==> src/rtl/blinker_seq_pkg.sv <==
// Shared types, default sizes and the reset pattern helper for the blinker sequencer family.
package blinker_seq_pkg;

    typedef enum logic [1:0] {IDLE, RUN, DONE} state_t;

    localparam int DEF_DIV_W      = 26;
    localparam int DEF_LED_W      = 8;
    localparam int DEF_STEPS      = 4;
    localparam int DEF_DIV_PERIOD = 50;
    localparam int RPT_W          = 8;
    localparam int MAX_PAT_W      = 1024;

    // Even steps all-ones, odd steps all-zeros; callers keep the low steps*led_w bits.
    function automatic logic [MAX_PAT_W-1:0] reset_pattern(input int steps, input int led_w);
        logic [MAX_PAT_W-1:0] ones;
        logic [MAX_PAT_W-1:0] p;
        ones = (MAX_PAT_W'(1) << led_w) - MAX_PAT_W'(1);
        p    = '0;
        for (int k = steps - 1; k >= 0; k--) begin
            p = p << led_w;
            if (k % 2 == 0) p = p | ones;
        end
        return p;
    endfunction

endpackage

==> src/rtl/blinker_seq_ctrl_if.sv <==
// Configuration handshake bundle: the board logic offers a config, the sequencer accepts it.
interface blinker_seq_ctrl_if
    import blinker_seq_pkg::*;
#(
    parameter int DIV_W = DEF_DIV_W,
    parameter int LED_W = DEF_LED_W,
    parameter int STEPS = DEF_STEPS
);
    logic                   cfg_valid;
    logic                   cfg_ready;
    logic [DIV_W-1:0]       cfg_period;
    logic [STEPS*LED_W-1:0] cfg_pattern;
    logic [RPT_W-1:0]       cfg_repeat;

    modport master (output cfg_valid, cfg_period, cfg_pattern, cfg_repeat, input cfg_ready);
    modport slave  (input cfg_valid, cfg_period, cfg_pattern, cfg_repeat, output cfg_ready);
endinterface

==> src/rtl/blinker_seq_prescaler.sv <==
// Programmable wrap counter: counts 0..period_i-1 while enabled and pulses tick_o on the wrap cycle.
module blinker_seq_prescaler #(
    parameter int W = 26
) (
    input  logic         clk_sys,
    input  logic         rst_b,
    input  logic         clear_i,
    input  logic         en_i,
    input  logic [W-1:0] period_i,
    output logic         tick_o
);
    logic [W-1:0] count_q, count_d;

    // period_i of 0 is never expected; it would wrap only after the full counter range.
    assign tick_o = en_i && !clear_i && (count_q == period_i - W'(1));

    always_comb begin
        count_d = count_q;
        if (clear_i)     count_d = '0;
        else if (tick_o) count_d = '0;
        else if (en_i)   count_d = count_q + W'(1);
    end

    always_ff @(posedge clk_sys or negedge rst_b) begin
        if (!rst_b) count_q <= '0;
        else        count_q <= count_d;
    end
endmodule

==> src/rtl/blinker_seq_ctrl.sv <==
// Step/repeat LED pattern sequencer with programmable step period.
// Optional PWM dimming of led_o is built when BLINKER_SEQ_DIM_EN is defined.
//   state | meaning
//   IDLE  | accepting config, waiting for start_i
//   RUN   | stepping through the pattern, busy_o high
//   DONE  | single cycle, done_o pulse after the last pass
module blinker_seq_ctrl
    import blinker_seq_pkg::*;
#(
    parameter int DIV_W       = DEF_DIV_W,
    parameter int DIV_DEFAULT = DEF_DIV_PERIOD,
    parameter int LED_W       = DEF_LED_W,
    parameter int STEPS       = DEF_STEPS
) (
    input  logic              system1000,
    input  logic              system1000_rstn,
    blinker_seq_ctrl_if.slave cfg,
    input  logic              start_i,
    input  logic              stop_i,
`ifdef BLINKER_SEQ_DIM_EN
    input  logic [3:0]        dim_i,
`endif
    output logic [LED_W-1:0]  led_o,
    output logic              tick_o,
    output logic              busy_o,
    output logic              done_o
);
    localparam int PAT_W  = STEPS * LED_W;
    localparam int STEP_W = $clog2(STEPS);
    localparam logic [MAX_PAT_W-1:0] RST_PAT_FULL = reset_pattern(STEPS, LED_W);
    localparam logic [PAT_W-1:0]     RST_PAT      = RST_PAT_FULL[PAT_W-1:0];

    state_t             state_q, state_d;
    logic [LED_W-1:0]   led_q, led_d;
    logic [STEP_W-1:0]  step_q, step_d;
    logic [RPT_W-1:0]   pass_q, pass_d;
    logic [DIV_W-1:0]   period_q, period_d;
    logic [PAT_W-1:0]   pattern_q, pattern_d;
    logic [RPT_W-1:0]   rpt_q, rpt_d;
    logic               cfg_ready;
    logic               tick;
    logic [STEP_W-1:0]  step_nxt;
    logic [RPT_W-1:0]   pass_inc;

    blinker_seq_prescaler #(.W(DIV_W)) u_prescaler (
        .clk_sys  (system1000),
        .rst_b    (system1000_rstn),
        .clear_i  (state_q != RUN),
        .en_i     (state_q == RUN),
        .period_i (period_q),
        .tick_o   (tick)
    );

    assign step_nxt      = step_q + STEP_W'(1);
    assign pass_inc      = (pass_q == '1) ? pass_q : pass_q + RPT_W'(1);
    assign cfg.cfg_ready = cfg_ready;
    assign tick_o        = tick;
    assign busy_o        = (state_q == RUN);
    assign done_o        = (state_q == DONE);

    always_comb begin
        state_d   = state_q;
        led_d     = led_q;
        step_d    = step_q;
        pass_d    = pass_q;
        period_d  = period_q;
        pattern_d = pattern_q;
        rpt_d     = rpt_q;
        cfg_ready = 1'b0;
        unique case (state_q)
            IDLE: begin
                cfg_ready = 1'b1;
                if (cfg.cfg_valid) begin
                    period_d  = (cfg.cfg_period == '0) ? DIV_W'(1) : cfg.cfg_period;
                    pattern_d = cfg.cfg_pattern;
                    rpt_d     = cfg.cfg_repeat;
                end
                if (start_i) begin
                    state_d = RUN;
                    step_d  = '0;
                    pass_d  = '0;
                    // A config offered alongside start_i already applies to this run.
                    led_d   = cfg.cfg_valid ? cfg.cfg_pattern[LED_W-1:0] : pattern_q[LED_W-1:0];
                end
            end
            RUN: begin
                if (stop_i) begin
                    state_d = IDLE;
                    led_d   = '0;
                end else if (tick) begin
                    step_d = step_nxt;
                    led_d  = pattern_q[step_nxt*LED_W +: LED_W];
                    if (step_q == STEP_W'(STEPS - 1)) begin
                        pass_d = pass_inc;
                        if (rpt_q != '0 && pass_inc == rpt_q) begin
                            state_d = DONE;
                            led_d   = '0;
                        end
                    end
                end
            end
            DONE: begin
                state_d = IDLE;
                led_d   = '0;
            end
            default: state_d = IDLE;
        endcase
    end

    always_ff @(posedge system1000 or negedge system1000_rstn) begin
        if (!system1000_rstn) begin
            state_q   <= IDLE;
            led_q     <= '0;
            step_q    <= '0;
            pass_q    <= '0;
            period_q  <= DIV_W'(DIV_DEFAULT);
            pattern_q <= RST_PAT;
            rpt_q     <= '0;
        end else begin
            state_q   <= state_d;
            led_q     <= led_d;
            step_q    <= step_d;
            pass_q    <= pass_d;
            period_q  <= period_d;
            pattern_q <= pattern_d;
            rpt_q     <= rpt_d;
        end
    end

`ifdef BLINKER_SEQ_DIM_EN
    logic [3:0] pwm_q, pwm_d;

    assign pwm_d = pwm_q + 4'd1;

    always_ff @(posedge system1000 or negedge system1000_rstn) begin
        if (!system1000_rstn) pwm_q <= '0;
        else                  pwm_q <= pwm_d;
    end

    assign led_o = led_q & {LED_W{pwm_q <= dim_i}};
`else
    assign led_o = led_q;
`endif
endmodule

==> src/flat_wrapper.sv <==
// flat-port wrapper written by rule: the top's interface ports become plain ports
module blinker_seq_ctrl_flat import blinker_seq_pkg::*;
#(
    parameter int DIV_W       = DEF_DIV_W,
    parameter int DIV_DEFAULT = DEF_DIV_PERIOD,
    parameter int LED_W       = DEF_LED_W,
    parameter int STEPS       = DEF_STEPS
)
  (system1000, system1000_rstn, start_i, stop_i, led_o, tick_o, busy_o, done_o, cfg_cfg_valid, cfg_cfg_period, cfg_cfg_pattern, cfg_cfg_repeat, cfg_cfg_ready);
  blinker_seq_ctrl_if #(.DIV_W(DIV_W), .LED_W(LED_W), .STEPS(STEPS)) cfg_i ();
  input  logic system1000;
  input  logic system1000_rstn;
  input  logic start_i;
  input  logic stop_i;
  output logic [LED_W-1:0] led_o;
  output logic tick_o;
  output logic busy_o;
  output logic done_o;
  input wire logic [$bits(cfg_i.cfg_valid)-1:0] cfg_cfg_valid;
  input wire logic [$bits(cfg_i.cfg_period)-1:0] cfg_cfg_period;
  input wire logic [$bits(cfg_i.cfg_pattern)-1:0] cfg_cfg_pattern;
  input wire logic [$bits(cfg_i.cfg_repeat)-1:0] cfg_cfg_repeat;
  output wire logic [$bits(cfg_i.cfg_ready)-1:0] cfg_cfg_ready;
  assign cfg_i.cfg_valid = cfg_cfg_valid;
  assign cfg_i.cfg_period = cfg_cfg_period;
  assign cfg_i.cfg_pattern = cfg_cfg_pattern;
  assign cfg_i.cfg_repeat = cfg_cfg_repeat;
  assign cfg_cfg_ready = cfg_i.cfg_ready;
  blinker_seq_ctrl #(.DIV_W(DIV_W), .DIV_DEFAULT(DIV_DEFAULT), .LED_W(LED_W), .STEPS(STEPS)) u_core (.system1000(system1000), .system1000_rstn(system1000_rstn), .cfg(cfg_i), .start_i(start_i), .stop_i(stop_i), .led_o(led_o), .tick_o(tick_o), .busy_o(busy_o), .done_o(done_o));
endmodule
==> config.mk <==
export PLATFORM = sky130hd
export DESIGN_NAME = blinker_seq_ctrl_flat
export DESIGN_NICKNAME = d
export VERILOG_FILES = /design/src/rtl/blinker_seq_pkg.sv /design/src/rtl/blinker_seq_ctrl_if.sv /design/src/rtl/blinker_seq_prescaler.sv /design/src/rtl/blinker_seq_ctrl.sv /design/src/flat_wrapper.sv
export SDC_FILE = /design/constraint.sdc
export NUM_CORES = 1
export LEC_CHECK = 0
export BUFFER_PORTS_ARGS = -buffer_cell sky130_fd_sc_hd__buf_2
export CORE_MARGIN = 3
export CORE_UTILIZATION = 59
export CTS_CLUSTER_SIZE = 12
export DETAILED_ROUTE_END_ITERATION = 16
export PLACE_DENSITY = 0.81
export SYNTH_ARGS = -nofsm -noshare
export SYNTH_HDL_FRONTEND = slang
export SYNTH_SLANG_ARGS = --single-unit
==> constraint.sdc <==
create_clock -name system1000 -period 3.9 [get_ports system1000]
set_input_delay 0.585 -clock system1000 [delete_from_list [all_inputs] [get_ports system1000]]
set_output_delay 0.585 -clock system1000 [all_outputs]
set_load 0.05 [all_outputs]
Yosys cells after proc, flatten, opt, wreduce, memory -nomap -nowiden
Cells that the tools add are included.
W data, S select, Z words.

storage, ports and cells
  flip-flop bits (word level) = 112
  input bits = 71
  output and inout bits = 12
  word-level logic and storage cells = 70

cells by class
  add/sub/neg operators = 4
  equal/unequal tests = 14
  shift-type cells = 1
  mux-type cells = 28
  reductions and logical operators = 15

operators with widths
  kind                     number
  $mux W26                 4
  $mux W8                  11
  $shiftx A32 B6 Y8        1
  $add A26 B1 Y26 const B  1
  $eq A26 B26 Y1           1
  $logic_not A26 Y1        1
  $sub A26 B1 Y26 const B  1
  $pmux W8 S3              1
  $mux W2                  8
  $pmux W8 S2              1
  $add A8 B1 Y8 const B    1
  $eq A8 B8 Y1             1
  $eq A8 B8 Y1 const B     1
  $pmux W2 S2              2
  $reduce_and A4 Y1        2
  $reduce_bool A8 Y1       1
  $ne A2 B2 Y1 const B     3
  $ne A3 B2 Y1 const B     2
  $reduce_bool A3 Y1       2
  $reduce_and A5 Y1        1
  $eq A2 B2 Y1 const B     2
  $ne A2 B1 Y1 const B     2
  $logic_and A1 B1 Y1      3
  $ne A3 B3 Y1 const B     1
  other kinds (8)          8

Longest topological paths before layout
Gate-level depths: netlist (run 1).

  depth after elaboration = 9
  gate-level depth with buffers = 11
  mapped depth without buffers = 10

Hierarchy
From an unflattened synthesis (run 1), not the netlist that was laid out.

second synthesis, totals
  cells, all modules = 647
  area, all modules = 6600.1 µm²

by module, submodules not included
  module                 times used  cells each  area an instance (µm²)
  blinker_seq_ctrl       1           345         4232.8
  blinker_seq_prescaler  1           302         2367.3

Worst setup path after synthesis (run 1)
OpenSTA, ideal clock, no wires.

  path type = flip-flop to output port
  from = reg u_core.period_q[7]
  to = out tick_o
  arrival = 3.073 ns
  slack = 0.242 ns
  cell stages (with the launch flop) = 8
  buffers on the path = 0
  path through = dfrtp_1 -> nor4_4 -> nand4_4 -> or4_4 -> o2bb2ai_1 -> or4_4 -> nor4_4 -> and2_2

on the way
  word-level cells in the longest chain between the ends = 3

RTL lines
  what                    RTL line                     source
  start, declared         blinker_seq_ctrl.sv:37       logic [DIV_W-1:0] period_q, period_d;
  start signal, assigned  blinker_seq_ctrl.sv:116      period_q <= DIV_W'(DIV_DEFAULT);
  start signal, assigned  blinker_seq_ctrl.sv:124      period_q <= period_d;
  $sub A26 B1 Y26         blinker_seq_prescaler.sv:15  assign tick_o = en_i && !clear_i && (count_q == period_i - W'(1));
  $eq A26 B26 Y1          blinker_seq_prescaler.sv:15
  $logic_and A1 B1 Y1     blinker_seq_prescaler.sv:15
  end, declared           flat_wrapper.sv:16           output logic tick_o;

Every way passes these cells.

Worst setup path after layout (run 1)
  from = reg u_core.period_q[2]
  to = out tick_o

Same word-level chain as after synthesis.

==> reports/metrics.csv, run 1 <==
stage,metric,value,unit
run_status,status,finished clean,
drt,DR vias,5011,
clock_network,Clock Path Buffers,2,
power_and_ir_drop,Cell Pwr Density,654.9,nW/um2
worst_setup_path,critical path class,reg -> out,
worst_setup_path,startpoint types,flop,
timing,Slew Limit Fails,0,
drt,aggregate routed wire length,14970,um
synthesis,Main synth FF type,dfrtp_1,
placed_design,Placed Area,7032,um2
global_route,GRT Total Usage,24.07,%
worst_setup_path,Critical Path Max Stage Delay,0.53,ns
final_layout,footprint of the multi-input gates,3523,um2
final_layout,layout net count,760,
worst_setup_path,CP max stage cell,or4_4,
worst_setup_path,r2r startpoint,u_core.period_q[0],
synthesis,"Async S/R FF share, synth",100.0,%
power_and_ir_drop,sw frac,40.04,%
power_and_ir_drop,Clock Power Share,13.4,%
power_and_ir_drop,internal power,2.898,mW
final_layout,filler instances,726,
drt,WL/cell,18.21,um
clock_network,TritonCTS clock tree,done,
worst_setup_path,worst r2r path cells,12,
worst_setup_path,Worst EP required,3.31,ns
drt,DRT Pass-1 Iters,4,
die,die width,110.8,um
timing,Final min period,3.771,ns
clock_network,number of clock sinks,112,
global_route,number of global-route vias before repair,5182,
placed_design,HPWL after detailed placement,11260,um
synthesis,Mapped Nets,669,
die,# rows,37,
timing,"Hold Vio Cnt, Final",0,
timing,worst slew pin tran,0.8537,ns
placed_design,Buffers on Ports,82,
die,core area,10510,um2
synthesis,sequential area share after synthesis,43.63,%
timing,skew final,0.01921,ns
synthesis,Gate Count Post-Synth,590,
worst_setup_path,CP Capture Type,primary output,
timing,"Setup violations, final",0,
placed_design,GP Congestion,0.9226,
final_layout,"commonest non-fill, non-tap cell in the layout",dfrtp_1,
timing,max frequency,265.2,MHz
final_layout,layout cells sized above 1,36.44,%
drt,# DRC,0,
drt,1st-iter DRT viols,209,
synthesis,Avg Inst Size Synth,10.98,um2
clock_network,clk_lat worst skew,0.38,ns
power_and_ir_drop,sequential power share,43.0,%
job,Max Cap Viol,0,
die,die area,12270,um2
worst_setup_path,R2R Setup Slk,0.37,ns
timing,Slew HR,43.08,%
worst_hold_path,Hold Crit Class,in -> async,
synthesis,Synth cell types,70,
power_and_ir_drop,maximum VDD drop,468.4,uV
global_route,largest net degree at the start of global routing,70,
global_route,initial antenna violation count,0,
die,Initial Utilization,61.65,%
synthesis,Mapped Area,6479,um2
power_and_ir_drop,combinational share of power,43.6,%
final_layout,Sequential cell area,2830,um2
global_route,gr ovfl total,0,
power_and_ir_drop,switching power,1.935,mW
worst_setup_path,worst-path cell chain,nor4_4 > nand4_4 > or4_4 > o2bb2ai_1 > or4_4 > nor4_4 > and2_4 > buf_8,
die,# IOs,83,
global_route,first-pass GRT wire length,24430,um
clock_network,clock edge transition at the registers on the reported setup and hold paths,0.11,ns
timing,PnR worst setup slack,0.1289,ns
clock_network,Root Buffer Master,clkbuf_8,
worst_setup_path,worst-path fanout max,4,
timing,final period utilization,96.70,%
final_layout,area growth from synthesis to layout,13.91,%
worst_setup_path,FF-to-FF End,u_core.pass_q[1],
synthesis,Yosys reg bits,112,
die,Die Ht,110.8,um
clock_network,H-tree depth,3,
clock_network,CTS buffer count,9,
worst_setup_path,CP bufs+invs,1,
final_layout,most frequent cells in the layout,"dfrtp_1 (90), buf_2 (80), mux2_2 (66), nor2_1 (53), xnor2_1 (39)",
power_and_ir_drop,P_leak,3.093,nW
final_layout,diodes inserted,0,
drt,via density per instance,6.096,
synthesis,Yosys warnings,0,
worst_setup_path,family with the most delay on the worst path,simple AND/OR/NAND/NOR gates,
worst_setup_path,Critical Path AT,3.19,ns
final_layout,Final Cell Area,7380,um2
placed_design,dpl ws,0.2150,ns
synthesis,"EDFF count, synth",0,
drt,post-route ant nets,0,
logic make-up (layout without fill, tap and decap cells):
family,Yosys count,after routing,synth area share (%)
AOI/OAI and AO/OA,78,78,8.691
xor gates and xnor gates,63,63,8.517
adders and majority gates,8,8,1.545
buffers and inverters,47,143,3.109
DFF,112,112,43.63
muxes,94,94,17.96
and+or+nand+nor,188,188,16.55
Yosys cell counts (4+ instances only):
master    number  area [um2]
a211oi_1       5       37.54
a21oi_1        9       45.04
a31oi_1        5       31.28
and3_1         7       43.79
and4_1         6       52.55
clkbuf_1      18       67.56
dfrtp_1       93        2327
dfstp_2       19       499.2
ha_1           8       100.1
inv_1         23       86.33
mux2_2        66       743.2
mux2_4         8       120.1
mux2i_1       12       120.1
mux4_2         8       180.2
nand2_1       21       78.83
nand2b_1       6       37.54
nand3_1       26       130.1
nand4_1       10       62.56
nor2_1        53       198.9
nor3_1        13       65.06
nor4_1        15       93.84
o211ai_1       4       30.03
o21ai_0       12       60.06
o22ai_1       10       62.56
o31ai_1        4       30.03
xnor2_1       39       341.6
xor2_1        24       210.2
flip-flops by register name, indices dropped and copies added (netlist names):
name	flops
u_core.pattern_q	32
u_core.pass_q	8
u_core.period_q	26
u_core.state_q	2
u_core.u_prescaler.count_q	26
u_core.led_o	8
u_core.rpt_q	8
u_core.step_q	2
layout make-up:
class | instances | area share, %
clock buffer | 11 | 1.780
sequential | 112 | 38.35
timing repair buffer | 104 | 8.020
inverter | 23 | 1.170
tap | 136 | 2.306
clock inverter | 5 | 0.6273
multi-input combinational | 431 | 47.74
metrics by stage:
step	total power, mW	util [%]	std cells	TNS, ns	hold slack [ns]
final	4.833	70.22	822	0	0.3023
after global routing	5.140	70.22	822	-0.02887	0.3678
after CTS	4.749	69.01	813	0	0.3445
after detailed placement	4.082	66.91	795	0	0.4867
after global placement	3.950	66.91	795	0	0.4859
after floorplan	3.570	-	590	0	0.2894
metal layers:
| metal | vias up | GRT usage [%] | wire, um |
|---|---|---|---|
| met5 | - | 0 | 0 |
| met3 | 35 | 5.950 | 884 |
| met1 | 2467 | 28.46 | 5863 |
| li1 | 2335 | - | - |
| met2 | 174 | 41.83 | 7785 |
| met4 | 0 | 10.02 | 438 |
what timing repair did:
item | in CTS | in global routing
buffers inserted | 2 | 9
gates resized for setup | 6 | 13
hold buffers | 0 | 0
setup endpoints to repair | 1 | 1
pin swaps | 4 | 8
power by group through the flow:
stage | Sequential [mW] | Clock [mW] | Combinational [mW]
finish | 2.08 | 0.648 | 2.11
global route | 2.14 | 0.716 | 2.28
CTS | 2.06 | 0.664 | 2.02
detailed placement | 2.08 | 0 | 2.00
global placement | 2.04 | 0 | 1.91
floorplan | 2.06 | 0 | 1.51
worst max-delay path by stage:
stage / from / end / slack, ns / depth (start not counted)
6_report: u_core.period_q[2] / tick_o / 0.13 / 8
5_1_grt: u_core.period_q[0] / tick_o / -0.03 / 10
4_1_cts: u_core.period_q[0] / tick_o / 0.005 / 10
3_5_place_dp: u_core.period_q[8] / tick_o / 0.21 / 8
3_3_place_gp: u_core.period_q[8] / tick_o / 0.29 / 8
2_1_floorplan: u_core.period_q[7] / tick_o / 0.24 / 7
(Power assumes the default switching activity.)
==> run 2: changes to the inputs <==
--- a/config.mk
+++ b/config.mk
@@ -11,6 +11,7 @@
 export CTS_CLUSTER_SIZE = 12
 export DETAILED_ROUTE_END_ITERATION = 16
 export PLACE_DENSITY = 0.81
+export REMOVE_ABC_BUFFERS = 1
 export SYNTH_ARGS = -nofsm -noshare
 export SYNTH_HDL_FRONTEND = slang
 export SYNTH_SLANG_ARGS = --single-unit
==> reports/metrics.csv, run 2 (synthesized netlist as in run 1, its figures left out) <==
stage,metric,value,unit,change
worst_setup_path,worst-path fanout max,7,,was 4
worst_setup_path,family with the most delay on the worst path,simple AND/OR/NAND/NOR gates,,unchanged
final_layout,most frequent cells in the layout,"dfrtp_1 (90), buf_2 (80), mux2_2 (66), nor2_1 (53), xnor2_1 (38)",,"was dfrtp_1 (90), buf_2 (80), mux2_2 (66), nor2_1 (53), xnor2_1 (39)"
drt,1st-iter DRT viols,267,,was 209
clock_network,clock edge transition at the registers on the reported setup and hold paths,0.10,ns,was 0.11 ns
global_route,number of global-route vias before repair,5095,,"was 5,182"
drt,DRT Pass-1 Iters,4,,unchanged
clock_network,TritonCTS clock tree,done,,unchanged
clock_network,H-tree depth,3,,unchanged
placed_design,dpl ws,0.2645,ns,was 0.2150 ns
final_layout,biggest regs,"u_core.pattern_q x32, u_core.period_q x26, u_core.u_prescaler.count_q x26",,unchanged
timing,final period utilization,97.06,%,was 96.70%
final_layout,Post-Layout Cell Count,818,,was 822
drt,# DRC,0,,unchanged
timing,PnR worst setup slack,0.1148,ns,was 0.1289 ns
final_layout,Final Core Density,70.04,%,was 70.22%
timing,Slew HR,34.47,%,was 43.08%
power_and_ir_drop,sequential power share,42.5,%,was 43.0%
worst_setup_path,Critical Path AT,3.20,ns,was 3.19 ns
final_layout,layout cells sized above 1,35.92,%,was 36.44%
clock_network,Root Buffer Master,clkbuf_8,,unchanged
power_and_ir_drop,internal power,2.989,mW,was 2.898 mW
clock_network,hold_buf cts,0,,unchanged
worst_setup_path,worst-path cell chain,nor4_4 > nand4_4 > or4_4 > o2bb2ai_1 > or4_4 > nor4_4 > and2_2 > buf_6,,was nor4_4 > nand4_4 > or4_4 > o2bb2ai_1 > or4_4 > nor4_4 > and2_4 > buf_8
global_route,first-pass GRT wire length,24720,um,"was 24,430 um"
final_layout,layout net count,756,,was 760
power_and_ir_drop,switching power,1.917,mW,was 1.935 mW
timing,"Setup violations, final",0,,unchanged
global_route,GRT Total Usage,24.70,%,was 24.07%
power_and_ir_drop,P_leak,3.097,nW,was 3.093 nW
clock_network,CTS buffer count,9,,unchanged
worst_setup_path,Critical Path Max Stage Delay,0.56,ns,was 0.53 ns
placed_design,Cells after DPL,794,,was 795
job,Max Cap Viol,0,,unchanged
final_layout,"Most flops, register",u_core.pattern_q,,unchanged
die,Die Ht,110.8,um,unchanged
worst_hold_path,Hold Crit Class,in -> async,,unchanged
clock_network,Clock Path Buffers,2,,unchanged
die,core area,10510,um2,unchanged
timing,Hold Slack,0.3277,ns,was 0.3023 ns
die,Initial Utilization,61.65,%,unchanged
die,die area,12270,um2,unchanged
power_and_ir_drop,combinational share of power,41.8,%,was 43.6%
clock_network,clk_lat worst skew,0.40,ns,was 0.38 ns
run_status,status,finished clean,,unchanged
timing,sum of negative setup slack,0,ns,unchanged
clock_network,number of clock sinks,112,,unchanged
power_and_ir_drop,maximum VDD drop,530.4,uV,was 468.4 uV
final_layout,"commonest non-fill, non-tap cell in the layout",dfrtp_1,,unchanged
timing,max frequency,264.2,MHz,was 265.2 MHz
timing,"Hold Vio Cnt, Final",0,,unchanged
drt,via density per instance,6.026,,was 6.096
drt,WL/cell,18.17,um,was 18.21 um
placed_design,HPWL after detailed placement,10810,um,"was 11,260 um"
timing,Final min period,3.785,ns,was 3.771 ns
worst_setup_path,CP bufs+invs,1,,unchanged
global_route,largest net degree at the start of global routing,77,,was 70
final_layout,max FFs per register,32,,unchanged
power_and_ir_drop,Cell Pwr Density,666.5,nW/um2,was 654.9 nW/um2
placed_design,GP Congestion,0.8815,,was 0.9226
timing,Slew Limit Fails,0,,unchanged
worst_setup_path,CP max stage cell,or4_4,,unchanged
worst_setup_path,CP Capture Type,primary output,,unchanged
die,# IOs,83,,unchanged
worst_setup_path,critical path class,reg -> out,,unchanged
final_layout,area growth from synthesis to layout,13.62,%,was 13.91%
die,# rows,37,,unchanged
drt,aggregate routed wire length,14860,um,"was 14,970 um"
global_route,initial antenna violation count,0,,unchanged
power_and_ir_drop,sw frac,39.07,%,was 40.04%
global_route,gr ovfl total,0,,unchanged
drt,DR vias,4929,,"was 5,011"
worst_setup_path,startpoint types,flop,,unchanged
placed_design,Buffers on Ports,82,,unchanged
timing,worst slew pin tran,0.9795,ns,was 0.8537 ns
timing,skew final,0.02257,ns,was 0.01921 ns
worst_setup_path,Worst EP required,3.31,ns,about the same
power_and_ir_drop,Clock Power Share,15.7,%,was 13.4%
drt,post-route ant nets,0,,unchanged
die,die width,110.8,um,unchanged
final_layout,diodes inserted,0,,unchanged
run 2: cell count changes in the layout (fill, tap and decap cells not counted), moves of 2 or more:
| cell | change |
|---|---|
| nor4_1 | +3 |
| bufinv_16 | +2 |
| nor4_2 | -3 |
| buf_4 | -3 |
run 2: worst register-to-register path, cell delays in order, from the launching register on:
cell     delay [ns]
dfrtp_2        0.47
nor4_4         0.37
buf_4          0.17
buf_4          0.12
nand4_1        0.23
nor3_1         0.24
mux2_2         0.41
nor4_1         0.32
nand3_1        0.46
buf_4          0.34
o311a_1        0.35
run 2: timing repair:
item / 4_1_cts / 5_1_grt
resized for setup: 5 / 8
pin swaps: 4 / 6
buffers inserted: 2 / 6
endpoints found under the setup margin: 1 / 1
run 2: area by class of cell:
| type | count | area, um2 |
|---|---|---|
| clock buffer | 11 | 131.4 |
| multi-input combinational | 431 | 3502 |
| inverter | 23 | 86.33 |
| tap | 136 | 170.2 |
| timing repair buffer | 100 | 554.3 |
| fill | 748 | 3148 |
| sequential | 112 | 2830 |
| clock inverter | 5 | 86.33 |
run 2: layer usage:
metal	share of wire, %	GRT usage [%]	wire length (um)	vias up
met4	2.8	7.718	415	0
li1	-	-	-	2326
met1	40	29.86	5906	2409
met5	0	0	0	-
met2	51	42.96	7599	165
met3	6.3	6.769	940	29
run 2: through the flow:
step / cell area, um2 / power, mW
2_1_floorplan: 6364 / 3.532
3_3_place_gp: 7024 / 3.953
3_5_place_dp: 7024 / 4.066
4_1_cts: 7271 / 4.863
5_1_grt: 7361 / 5.226
6_report: 7361 / 4.906
run 2: worst paths after layout:
check | startpoint | end | slack [ns] | cells past startpoint
setup / recovery | u_core.period_q[8] | tick_o | 0.11 | 8
hold / removal | system1000_rstn | u_core.period_q[22] | 0.33 | 1
setup reg to reg | u_core.period_q[8] | u_core.pass_q[3] | 0.33 | 10
hold reg to reg | u_core.pattern_q[29] | u_core.pattern_q[29] | 0.51 | 1
max in group asynchronous | system1000_rstn | u_core.period_q[5] | 2.66 | 2
min in group system1000 | cfg_cfg_pattern[11] | u_core.pattern_q[11] | 0.41 | 2
run 2: power by group through the flow:
| stage | combinational (mW) | sequential (mW) | clock, mW |
|---|---|---|---|
| 4_1_cts | 2.02 | 2.06 | 0.787 |
| 6_report | 2.05 | 2.08 | 0.772 |
| 5_1_grt | 2.25 | 2.14 | 0.836 |
| 3_5_place_dp | 1.99 | 2.08 | 0 |
| 3_3_place_gp | 1.91 | 2.04 | 0 |
| 2_1_floorplan | 1.45 | 2.08 | 0 |
==> run 3: changes to the inputs <==
--- a/config.mk
+++ b/config.mk
@@ -6,7 +6,7 @@
 export NUM_CORES = 1
 export LEC_CHECK = 0
 export BUFFER_PORTS_ARGS = -buffer_cell sky130_fd_sc_hd__buf_2
-export CORE_MARGIN = 3
+export CORE_MARGIN = 2
 export CORE_UTILIZATION = 59
 export CTS_CLUSTER_SIZE = 12
 export DETAILED_ROUTE_END_ITERATION = 16
==> reports/metrics.csv, run 3 (synthesized netlist as in run 1, its figures left out) <==
stage,metric,value,unit,change
power_and_ir_drop,Cell Pwr Density,658.7,nW/um2,was 666.5 nW/um2
worst_setup_path,CP max stage cell,o41ai_1,,was or4_4
worst_setup_path,Worst EP required,3.31,ns,about the same
clock_network,CTS buffer count,9,,unchanged
final_layout,layout net count,756,,unchanged
timing,sum of negative setup slack,0,ns,unchanged
worst_setup_path,CP Capture Type,primary output,,unchanged
drt,WL/cell,17.72,um,was 18.17 um
drt,post-route ant nets,0,,unchanged
worst_hold_path,Hold Crit Class,in -> async,,unchanged
power_and_ir_drop,internal power,2.944,mW,was 2.989 mW
timing,"Hold Vio Cnt, Final",0,,unchanged
worst_setup_path,R2R Setup Slk,0.58,ns,was 0.33 ns
global_route,largest net degree at the start of global routing,61,,was 77
final_layout,diodes inserted,0,,unchanged
worst_setup_path,CP bufs+invs,2,,was 1
drt,1st-iter DRT viols,165,,was 267
worst_setup_path,Critical Path AT,3.20,ns,about the same
power_and_ir_drop,combinational share of power,42.0,%,was 41.8%
worst_setup_path,startpoint types,flop,,unchanged
clock_network,TritonCTS clock tree,done,,unchanged
final_layout,Final Core Density,68.02,%,was 70.04%
global_route,initial antenna violation count,0,,unchanged
timing,Slew Limit Fails,0,,unchanged
placed_design,GP Congestion,0.8869,,was 0.8815
die,# rows,38,,was 37
die,die width,108.8,um,was 110.8 um
clock_network,H-tree depth,3,,unchanged
drt,DR vias,4915,,"was 4,929"
timing,"Setup violations, final",0,,unchanged
clock_network,clk_lat worst skew,0.39,ns,was 0.40 ns
timing,Final min period,3.786,ns,was 3.785 ns
global_route,GRT Total Usage,26.71,%,was 24.70%
power_and_ir_drop,sequential power share,42.9,%,was 42.5%
power_and_ir_drop,maximum VDD drop,631.3,uV,was 530.4 uV
timing,worst slew pin tran,0.7824,ns,was 0.9795 ns
worst_setup_path,Critical Path Max Stage Delay,0.58,ns,was 0.56 ns
clock_network,number of clock sinks,112,,unchanged
clock_network,Clock Path Buffers,2,,unchanged
timing,max frequency,264.1,MHz,was 264.2 MHz
placed_design,HPWL after detailed placement,10910,um,"was 10,810 um"
die,core area,10790,um2,"was 10,510 um2"
clock_network,clock edge transition at the registers on the reported setup and hold paths,0.11,ns,was 0.10 ns
die,die area,11840,um2,"was 12,270 um2"
final_layout,"Most flops, register",u_core.pattern_q,,unchanged
worst_setup_path,critical path class,reg -> out,,unchanged
timing,PnR worst setup slack,0.1143,ns,was 0.1148 ns
power_and_ir_drop,P_leak,3.083,nW,was 3.097 nW
final_layout,layout cells sized above 1,35.63,%,was 35.92%
worst_setup_path,FF-to-FF End,u_core.step_q[0],,was u_core.pass_q[3]
timing,Slew HR,47.84,%,was 34.47%
final_layout,most frequent cells in the layout,"dfrtp_1 (91), buf_2 (80), mux2_2 (66), nor2_1 (53), xnor2_1 (39)",,"was dfrtp_1 (90), buf_2 (80), mux2_2 (66), nor2_1 (53), xnor2_1 (38)"
clock_network,hold_buf cts,0,,unchanged
worst_setup_path,worst-path fanout max,7,,unchanged
placed_design,Placed Area,7037,um2,was 7024 um2
global_route,gr ovfl total,0,,unchanged
placed_design,Buffers on Ports,82,,unchanged
power_and_ir_drop,Clock Power Share,15.1,%,was 15.7%
power_and_ir_drop,switching power,1.892,mW,was 1.917 mW
worst_setup_path,r2r startpoint,u_core.period_q[0],,was u_core.period_q[8]
global_route,first-pass GRT wire length,24480,um,"was 24,720 um"
die,Die Ht,108.8,um,was 110.8 um
power_and_ir_drop,Tot Pwr,4.835,mW,was 4.906 mW
final_layout,max FFs per register,32,,unchanged
job,Max Cap Viol,0,,unchanged
drt,via density per instance,5.979,,was 6.026
timing,skew final,0.01156,ns,was 0.02257 ns
worst_setup_path,worst-path cell chain,buf_4 > or4_1 > o41ai_1 > nor3b_1 > nand3_1 > nor4_4 > and2_4 > buf_8,,was nor4_4 > nand4_4 > or4_4 > o2bb2ai_1 > or4_4 > nor4_4 > and2_2 > buf_6
global_route,number of global-route vias before repair,5139,,"was 5,095"
worst_setup_path,worst r2r path cells,11,,was 10
drt,aggregate routed wire length,14570,um,"was 14,860 um"
final_layout,area growth from synthesis to layout,13.31,%,was 13.62%
drt,# DRC,0,,unchanged
timing,final period utilization,97.07,%,was 97.06%
final_layout,"commonest non-fill, non-tap cell in the layout",dfrtp_1,,unchanged
die,Initial Utilization,60.03,%,was 61.65%
die,# IOs,83,,unchanged
power_and_ir_drop,sw frac,39.12,%,was 39.07%
final_layout,biggest regs,"u_core.pattern_q x32, u_core.period_q x26, u_core.u_prescaler.count_q x26",,unchanged
clock_network,Root Buffer Master,clkbuf_8,,unchanged
drt,DRT Pass-1 Iters,4,,unchanged
worst_setup_path,family with the most delay on the worst path,simple AND/OR/NAND/NOR gates,,unchanged
placed_design,dpl ws,0.2087,ns,was 0.2645 ns
final_layout,Final Cell Area,7341,um2,was 7361 um2
run_status,status,finished clean,,unchanged
-- run 3: cell type report --
class | count | area, um2
multi-input combinational | 431 | 3486
fill | 799 | 3452
sequential | 112 | 2829
timing repair buffer | 100 | 558.0
tap | 140 | 175.2
clock buffer | 11 | 141.4
inverter | 23 | 86.33
clock inverter | 5 | 65.06
-- run 3: layer usage --
layer	share of wire (%)	wire length [um]	GRT usage (%)
met5	0	0	0
met4	3.3	475	11.17
met3	4.9	713	5.559
met2	51	7403	45.36
met1	41	5974	33.23
-- run 3: how the worst max path moves through the flow --
stage                                   from  endpoint  slack (ns)  cells past startpoint
after floorplan           u_core.period_q[7]    tick_o        0.24                      7
after global placement    u_core.period_q[8]    tick_o        0.26                      8
after detailed placement  u_core.period_q[8]    tick_o        0.21                      8
after CTS                 u_core.period_q[0]    tick_o        0.02                      8
after global routing      u_core.period_q[0]    tick_o      -0.006                      8
final                     u_core.period_q[2]    tick_o        0.11                      8
-- run 3: power groups by stage --
| stage | Combinational [mW] | Clock [mW] | Sequential (mW) |
|---|---|---|---|
| global placement | 1.93 | 0 | 2.04 |
| detailed placement | 1.99 | 0 | 2.07 |
| finish | 2.03 | 0.728 | 2.07 |
| CTS | 2.01 | 0.744 | 2.06 |
| floorplan | 1.45 | 0 | 2.08 |
| global route | 2.22 | 0.793 | 2.14 |
-- run 3: through the flow --
| stage | hold slack (ns) | instances |
|---|---|---|
| final | 0.2690 | 822 |
| after floorplan | 0.2894 | 566 |
| after global routing | 0.3130 | 822 |
| after detailed placement | 0.4901 | 799 |
| after CTS | 0.2930 | 819 |
| after global placement | 0.4842 | 799 |
-- run 3: repair_timing --
action                                  4_1_cts  5_1_grt
endpoints found under the setup margin        1        1
cloned                                        0        0
setup buffers                                 4        3
gates resized for setup                       4        8
pin swaps                                     4        5
